### src/rtl/booth4_seq_mult16_pkg.sv
// Shared constants and FSM encoding for the sequential Radix-4 Booth multiplier.
//   DataW  : operand width (fixed at 16 by the partial-product decoder)
//   PpNum  : Booth digits per operand, one consumed per CALC cycle
//   CntW   : digit-counter width
//   MinNeg : most negative operand, whose negation is not representable
//   MinSq  : MinNeg * MinNeg, the only product the datapath cannot form itself
package booth4_seq_mult16_pkg;

    localparam int unsigned DataW = 16;
    localparam int unsigned PpNum = DataW / 2;
    localparam int unsigned CntW  = 3;

    localparam logic [DataW-1:0]   MinNeg = 16'h8000;
    localparam logic [2*DataW-1:0] MinSq  = 32'h4000_0000;

    typedef enum logic [1:0] {
        StIdle = 2'd0,
        StCalc = 2'd1,
        StDone = 2'd2
    } state_e;

endpackage

### src/rtl/booth4_seq_mult16_pp_decoder.sv
// Radix-4 Booth partial-product decoder for one digit.
//   code_i  : 3-bit Booth window {b[2i+1], b[2i], b[2i-1]}
//   a_i     : multiplicand (two's complement, never 16'h8000 when used)
//   a_neg_i : precomputed -a_i
//   pp_o    : 17-bit partial product; bit 16 carries the INVERTED sign so the
//             consumer can sign-extend with ~pp_o[16]
module booth4_seq_mult16_pp_decoder
    import booth4_seq_mult16_pkg::*;
(
    input  logic [2:0]       code_i,
    input  logic [DataW-1:0] a_i,
    input  logic [DataW-1:0] a_neg_i,
    output logic [DataW:0]   pp_o
);

    // Signed 17-bit partial product in {-2A, -A, 0, +A, +2A}
    logic [DataW:0] pp_val;

    always_comb begin
        pp_val = '0;
        unique case (code_i)
            3'b001, 3'b010: pp_val = {a_i[DataW-1], a_i};
            3'b011:         pp_val = {a_i, 1'b0};
            3'b100:         pp_val = {a_neg_i, 1'b0};
            3'b101, 3'b110: pp_val = {a_neg_i[DataW-1], a_neg_i};
            default:        pp_val = '0;
        endcase
    end

    assign pp_o = {~pp_val[DataW], pp_val[DataW-1:0]};

endmodule

### src/rtl/booth4_seq_mult16.sv
// Iterative signed 16x16->32 multiplier: one shared Radix-4 Booth decoder,
// one digit per cycle, weight-shifted into a 32-bit accumulator.
//   sys_clk / sys_rst_n : clock, synchronous active-low reset
//   in_valid / in_ready : operand handshake (in_ready high only in IDLE)
//   a_in / b_in         : multiplicand / multiplier, two's complement
//   out_valid/out_ready : product handshake (out_valid high only in DONE)
//   product             : exact signed a_in*b_in, held until accepted
//   busy                : an operation is in flight or awaiting pickup
module booth4_seq_mult16
    import booth4_seq_mult16_pkg::*;
(
    input  logic                 sys_clk,
    input  logic                 sys_rst_n,
    input  logic                 in_valid,
    output logic                 in_ready,
    input  logic [DataW-1:0]     a_in,
    input  logic [DataW-1:0]     b_in,
    output logic                 out_valid,
    input  logic                 out_ready,
    output logic [2*DataW-1:0]   product,
    output logic                 busy
);

    state_e               state_q, state_d;
    logic [CntW-1:0]      cnt_q, cnt_d;
    logic [2*DataW-1:0]   acc_q, acc_d;
    logic [DataW-1:0]     a_q, a_d;
    logic [DataW-1:0]     a_neg_q, a_neg_d;
    logic [DataW:0]       b_sh_q, b_sh_d;
    logic                 both_min_q, both_min_d;
    logic [2*DataW-1:0]   product_q, product_d;

    logic [DataW-1:0]     a_sel, b_sel;
    logic [DataW:0]       pp_out;
    logic [2*DataW-1:0]   pp_ext;
    logic [2*DataW-1:0]   acc_sum;

    // -MinNeg does not fit in 16 bits, so keep MinNeg on the multiplier side
    assign a_sel = (a_in == MinNeg) ? b_in : a_in;
    assign b_sel = (a_in == MinNeg) ? a_in : b_in;

    booth4_seq_mult16_pp_decoder u_booth2_pp_decoder (
        .code_i  (b_sh_q[2:0]),
        .a_i     (a_q),
        .a_neg_i (a_neg_q),
        .pp_o    (pp_out)
    );

    assign pp_ext  = {{DataW{~pp_out[DataW]}}, pp_out[DataW-1:0]};
    assign acc_sum = acc_q + (pp_ext << {cnt_q, 1'b0});

    always_comb begin
        state_d    = state_q;
        cnt_d      = cnt_q;
        acc_d      = acc_q;
        a_d        = a_q;
        a_neg_d    = a_neg_q;
        b_sh_d     = b_sh_q;
        both_min_d = both_min_q;
        product_d  = product_q;

        unique case (state_q)
            StIdle: begin
                if (in_valid) begin
                    a_d        = a_sel;
                    a_neg_d    = ~a_sel + 1'b1;
                    b_sh_d     = {b_sel, 1'b0};
                    both_min_d = (a_in == MinNeg) && (b_in == MinNeg);
                    cnt_d      = '0;
                    acc_d      = '0;
                    state_d    = StCalc;
                end
            end
            StCalc: begin
                acc_d  = acc_sum;
                b_sh_d = {b_sh_q[DataW], b_sh_q[DataW], b_sh_q[DataW:2]};
                cnt_d  = cnt_q + 1'b1;
                if (cnt_q == CntW'(PpNum - 1)) begin
                    // MinNeg*MinNeg is the one case the negation trick cannot cover
                    product_d = both_min_q ? MinSq : acc_sum;
                    cnt_d     = '0;
                    state_d   = StDone;
                end
            end
            StDone: begin
                if (out_ready) begin
                    state_d = StIdle;
                end
            end
            default: state_d = StIdle;
        endcase
    end

    always_ff @(posedge sys_clk) begin
        if (!sys_rst_n) begin
            state_q    <= StIdle;
            cnt_q      <= '0;
            acc_q      <= '0;
            a_q        <= '0;
            a_neg_q    <= '0;
            b_sh_q     <= '0;
            both_min_q <= 1'b0;
            product_q  <= '0;
        end else begin
            state_q    <= state_d;
            cnt_q      <= cnt_d;
            acc_q      <= acc_d;
            a_q        <= a_d;
            a_neg_q    <= a_neg_d;
            b_sh_q     <= b_sh_d;
            both_min_q <= both_min_d;
            product_q  <= product_d;
        end
    end

    assign in_ready  = (state_q == StIdle);
    assign out_valid = (state_q == StDone);
    assign busy      = (state_q != StIdle);
    assign product   = product_q;

endmodule

### config.mk
export PLATFORM = sky130hd
export DESIGN_NAME = booth4_seq_mult16
export DESIGN_NICKNAME = d
export VERILOG_FILES = /design/src/rtl/booth4_seq_mult16_pkg.sv /design/src/rtl/booth4_seq_mult16_pp_decoder.sv /design/src/rtl/booth4_seq_mult16.sv
export SDC_FILE = /design/constraint.sdc
export NUM_CORES = 1
export LEC_CHECK = 0
export CAP_MARGIN = 20
export CORE_UTILIZATION = 59
export DETAILED_ROUTE_END_ITERATION = 16
export GPL_TIMING_DRIVEN = 1
export HOLD_SLACK_MARGIN = 0.08
export PLACE_DENSITY = 0.88
export SYNTH_ARGS = -nofsm -noshare
export SYNTH_HDL_FRONTEND = slang
export SYNTH_SLANG_ARGS = --single-unit
### constraint.sdc
create_clock -name sys_clk -period 4.9 [get_ports sys_clk]
set_input_delay 0.98 -clock sys_clk [delete_from_list [all_inputs] [get_ports sys_clk]]
set_output_delay 0.98 -clock sys_clk [all_outputs]
set_load 0.03 [all_outputs]
==> flow_summary.toml <==
[global_route]
antenna_found_initial = 0
grt_max_degree = 62
grt_pass1_vias = 7068
grt.total_usage = 0.343
grt_pass1_wl_mm = 36.3
grt_overflow_total = 0

[clock_network]
hold_buffers = 0
cts.sinks = 118
clockBufferDepth = 2
htree_levels = 4
cts_setup_buffers = 0
cts_inserted_buffers = 17
cts_tree = "built"
clk_pin_slew_ns = 0.05
clock_latency_ns = 0.42
clockRootBuffer = "clkbuf_16"
cts-resized-gates = 0

[logic_synthesis]
synth-simple-area-share = 0.196
synth_most_common_cell = "dfxtp_1"
synthAdderAreaFrac = 0.0633
syn_inst = 971
avgSynthCellArea_um2 = 8.07
yosys_warnings = 0
synth_nets = 1046
synth_top_family_by_area = "compound AO/OA/AOI/OAI gates"
synth.top_cell.area_share = 0.302
synth_edf_count = 0
synth_xor_area_frac = 0.0476
synth_mux_area_frac = 0.0492
synthFlopType = "dfxtp_1"
synthTopCellsByArea = "dfxtp_1, ha_1, a21oi_1, a22o_1, nand2_1"
synth-seq-cells = 118
synth.distinct_cells = 70
syn_area_um2 = 7830
synth_common_cells = "dfxtp_1, nand2_1, a21oi_1, o21ai_0, nor2_1"
seq_area_frac_synth = 0.302
yosysTopAreaCell = "dfxtp_1"
synth_compound_gate_area_share = 0.302
async_flop_share = 0

[worst_setup_path]
critical_path.max_stage_delay_ns = 0.56
critPathKind = "flip-flop to flip-flop"
path_cells = "buf_4 -> nor2b_2 -> buf_4 -> a22o_1 -> a221oi_1 -> mux2_2 -> mux2i_1 -> mux2_2 -> ha_1 -> and2_0 -> o21ai_0 -> o21a_1 -> nor2_1 -> nor3_1 -> a21oi_1 -> o21ai_0 -> a21bo_2"
crit_path_end_kind = "flip-flop"
crit_family = "compound AO/OA/AOI/OAI gates"
crit_buf_inv = 2
required_ns = 5.22
arrival_ns = 5.01
path_max_fanout = 12
crit_slowest_cell = "a221oi_1"
start_kind = "flip-flop"

[timing]
slew_headroom = 0.336
period_needed_ns = 4.69
finalSetupViolCount = 0
fin_crit_sh = 0.958
fmax_ghz = 0.213
finalClockSkew_ns = 0.00770
max_slew.worst_pin.slew_ns = 0.996
grt_setup_unrepaired = "false"
final.setup.tns_ns = 0
drv_slew = 0
holdWs_ns = 0.470
finalHoldViolCount = 0

[min_path]
holdCritPathClass = "flip-flop to flip-flop"

[placement]
gp_congestion = 0.977
dp_hpwl_mm = 16.1
port-buffer-count = 70
dp.cells = 1170

[power]
leakage_nw = 3.56
vdd_drop_max_mv = 0.276
power.density_nw_per_um2 = 295

[route]
wl_mm = 22.6
routedWlPerCell_um = 18.8
vias_per_cell = 6.53
route.detailed.drc = 0
first_pass_iters = 6
drtAntennaViolNets = 0
dr_total_vias = 7854
first_iter_violations = 875

[die]
die_h_um = 117
coreArea_um2 = 12800
die_area_um2 = 13700
initial_core_util = 0.613
io_pins = 71
die_w_um = 117
row_count = 41

[cells_and_area]
nNetsFinal = 1092
instances_no_fill = 1202
area_growth_pct = 18.2
n_antenna_cell = 0
fin_util = 0.725
layout-drive-gt1-share = 0.0777

[job]
drv_cap = 0

[outcome]
outcome = "finished, final reports clean"
## stage by stage
step	cell area (um2)	setup slack, ns	power [mW]
finish	9260	0.207	2.73
global route	9260	0.00934	2.81
CTS	9250	0.296	2.72
detailed placement	8660	0.408	1.46
global placement	8660	0.520	1.46
floorplan	7830	0.944	1.33
## worst reg2reg max path, cell delays in order (launching register included)
cell and delay (ns):
dfxtp_1 0.39, buf_4 0.23, nor2b_2 0.19, buf_4 0.16, a22o_1 0.22, a221oi_1 0.56, mux2_2 0.31, mux2i_1 0.09
mux2_2 0.30, ha_1 0.36, and2_0 0.30, o21ai_0 0.17, o21a_1 0.30, nor2_1 0.08, nor3_1 0.35, a21oi_1 0.15
o21ai_0 0.19, a21bo_2 0.23
## where the power goes
part	switching (mW)	internal (mW)	total (mW)	leakage, nW
registers	0.0376	1.00	1.04	0.961
clock network	0.440	0.821	1.26	0.287
logic	0.263	0.166	0.429	2.32
total	0.741	1.99	2.73	3.56
## routing by layer
metal  GRT usage  vias to the layer above  part of all wire
met5           0                        -                 0
li1            -                     3700                 -
met4       0.112                        0             0.014
met2       0.496                      443              0.43
met1       0.514                     3687              0.47
met3      0.0566                       24             0.095
## cells in the final DEF (no fill, tap or decap), drive strengths merged, types with 4 or more instances in the layout
cell type and count:
dfxtp 118, nand2 98, a21oi 81, o21ai 74, clkdlybuf4s50 69, nor2 66
a22o 45, ha 38, nor2b 37, nand3 25, mux2i 25, buf 23
clkbuf 23, nor3 22, xor2 21, a21boi 19, xnor2 19, and2 18
inv 17, o211a 16, a222oi 15, a22oi 12, nand2b 10, a211oi 9
mux2 8, o21a 8, a31oi 8, o31ai 8, nand4 8, nor4 7
a41oi 6, or3 6, clkinv 6, a221oi 5, o22ai 5, o211ai 4
a211o 4
## kinds of logic after synthesis
family,Yosys count
AO/OA/AOI/OAI,341
XOR/XNOR,41
adder cells (fa/ha/maj),39
buffers and inverters,84
flip-flops,118
multiplexers,35
AND/OR/NAND/NOR,313
## path summary, 6_finish.rpt
| check | from | endpoint | slack, ns | depth (start not counted) |
|---|---|---|---|---|
| worst min register to register | product[31] | product[31] | 0.47 | 2 |
| worst max register to register | b_sh_q[1] | acc_q[31] | 0.21 | 17 |
| worst min-delay path | product[31] | product[31] | 0.47 | 2 |
| worst max-delay path | b_sh_q[1] | acc_q[31] | 0.21 | 17 |
## cell type report
type,count,area (um2)
multi-input cells,769,5150
fillers,945,3520
flip-flops and latches,118,2360
repair buffers,92,861
clock buffers,23,468
well taps,172,215
clock inverters,9,125
inverters,19,71.3
## flip-flops by register name (all words and copies together) (netlist names)
register and cells:
a_neg_q 15, a_q 16, acc_q 32, b_sh_q 17, both_min_q 1, cnt_q 3, product 32, state_q 2
Note: power is estimated with default switching activity, not from simulation.
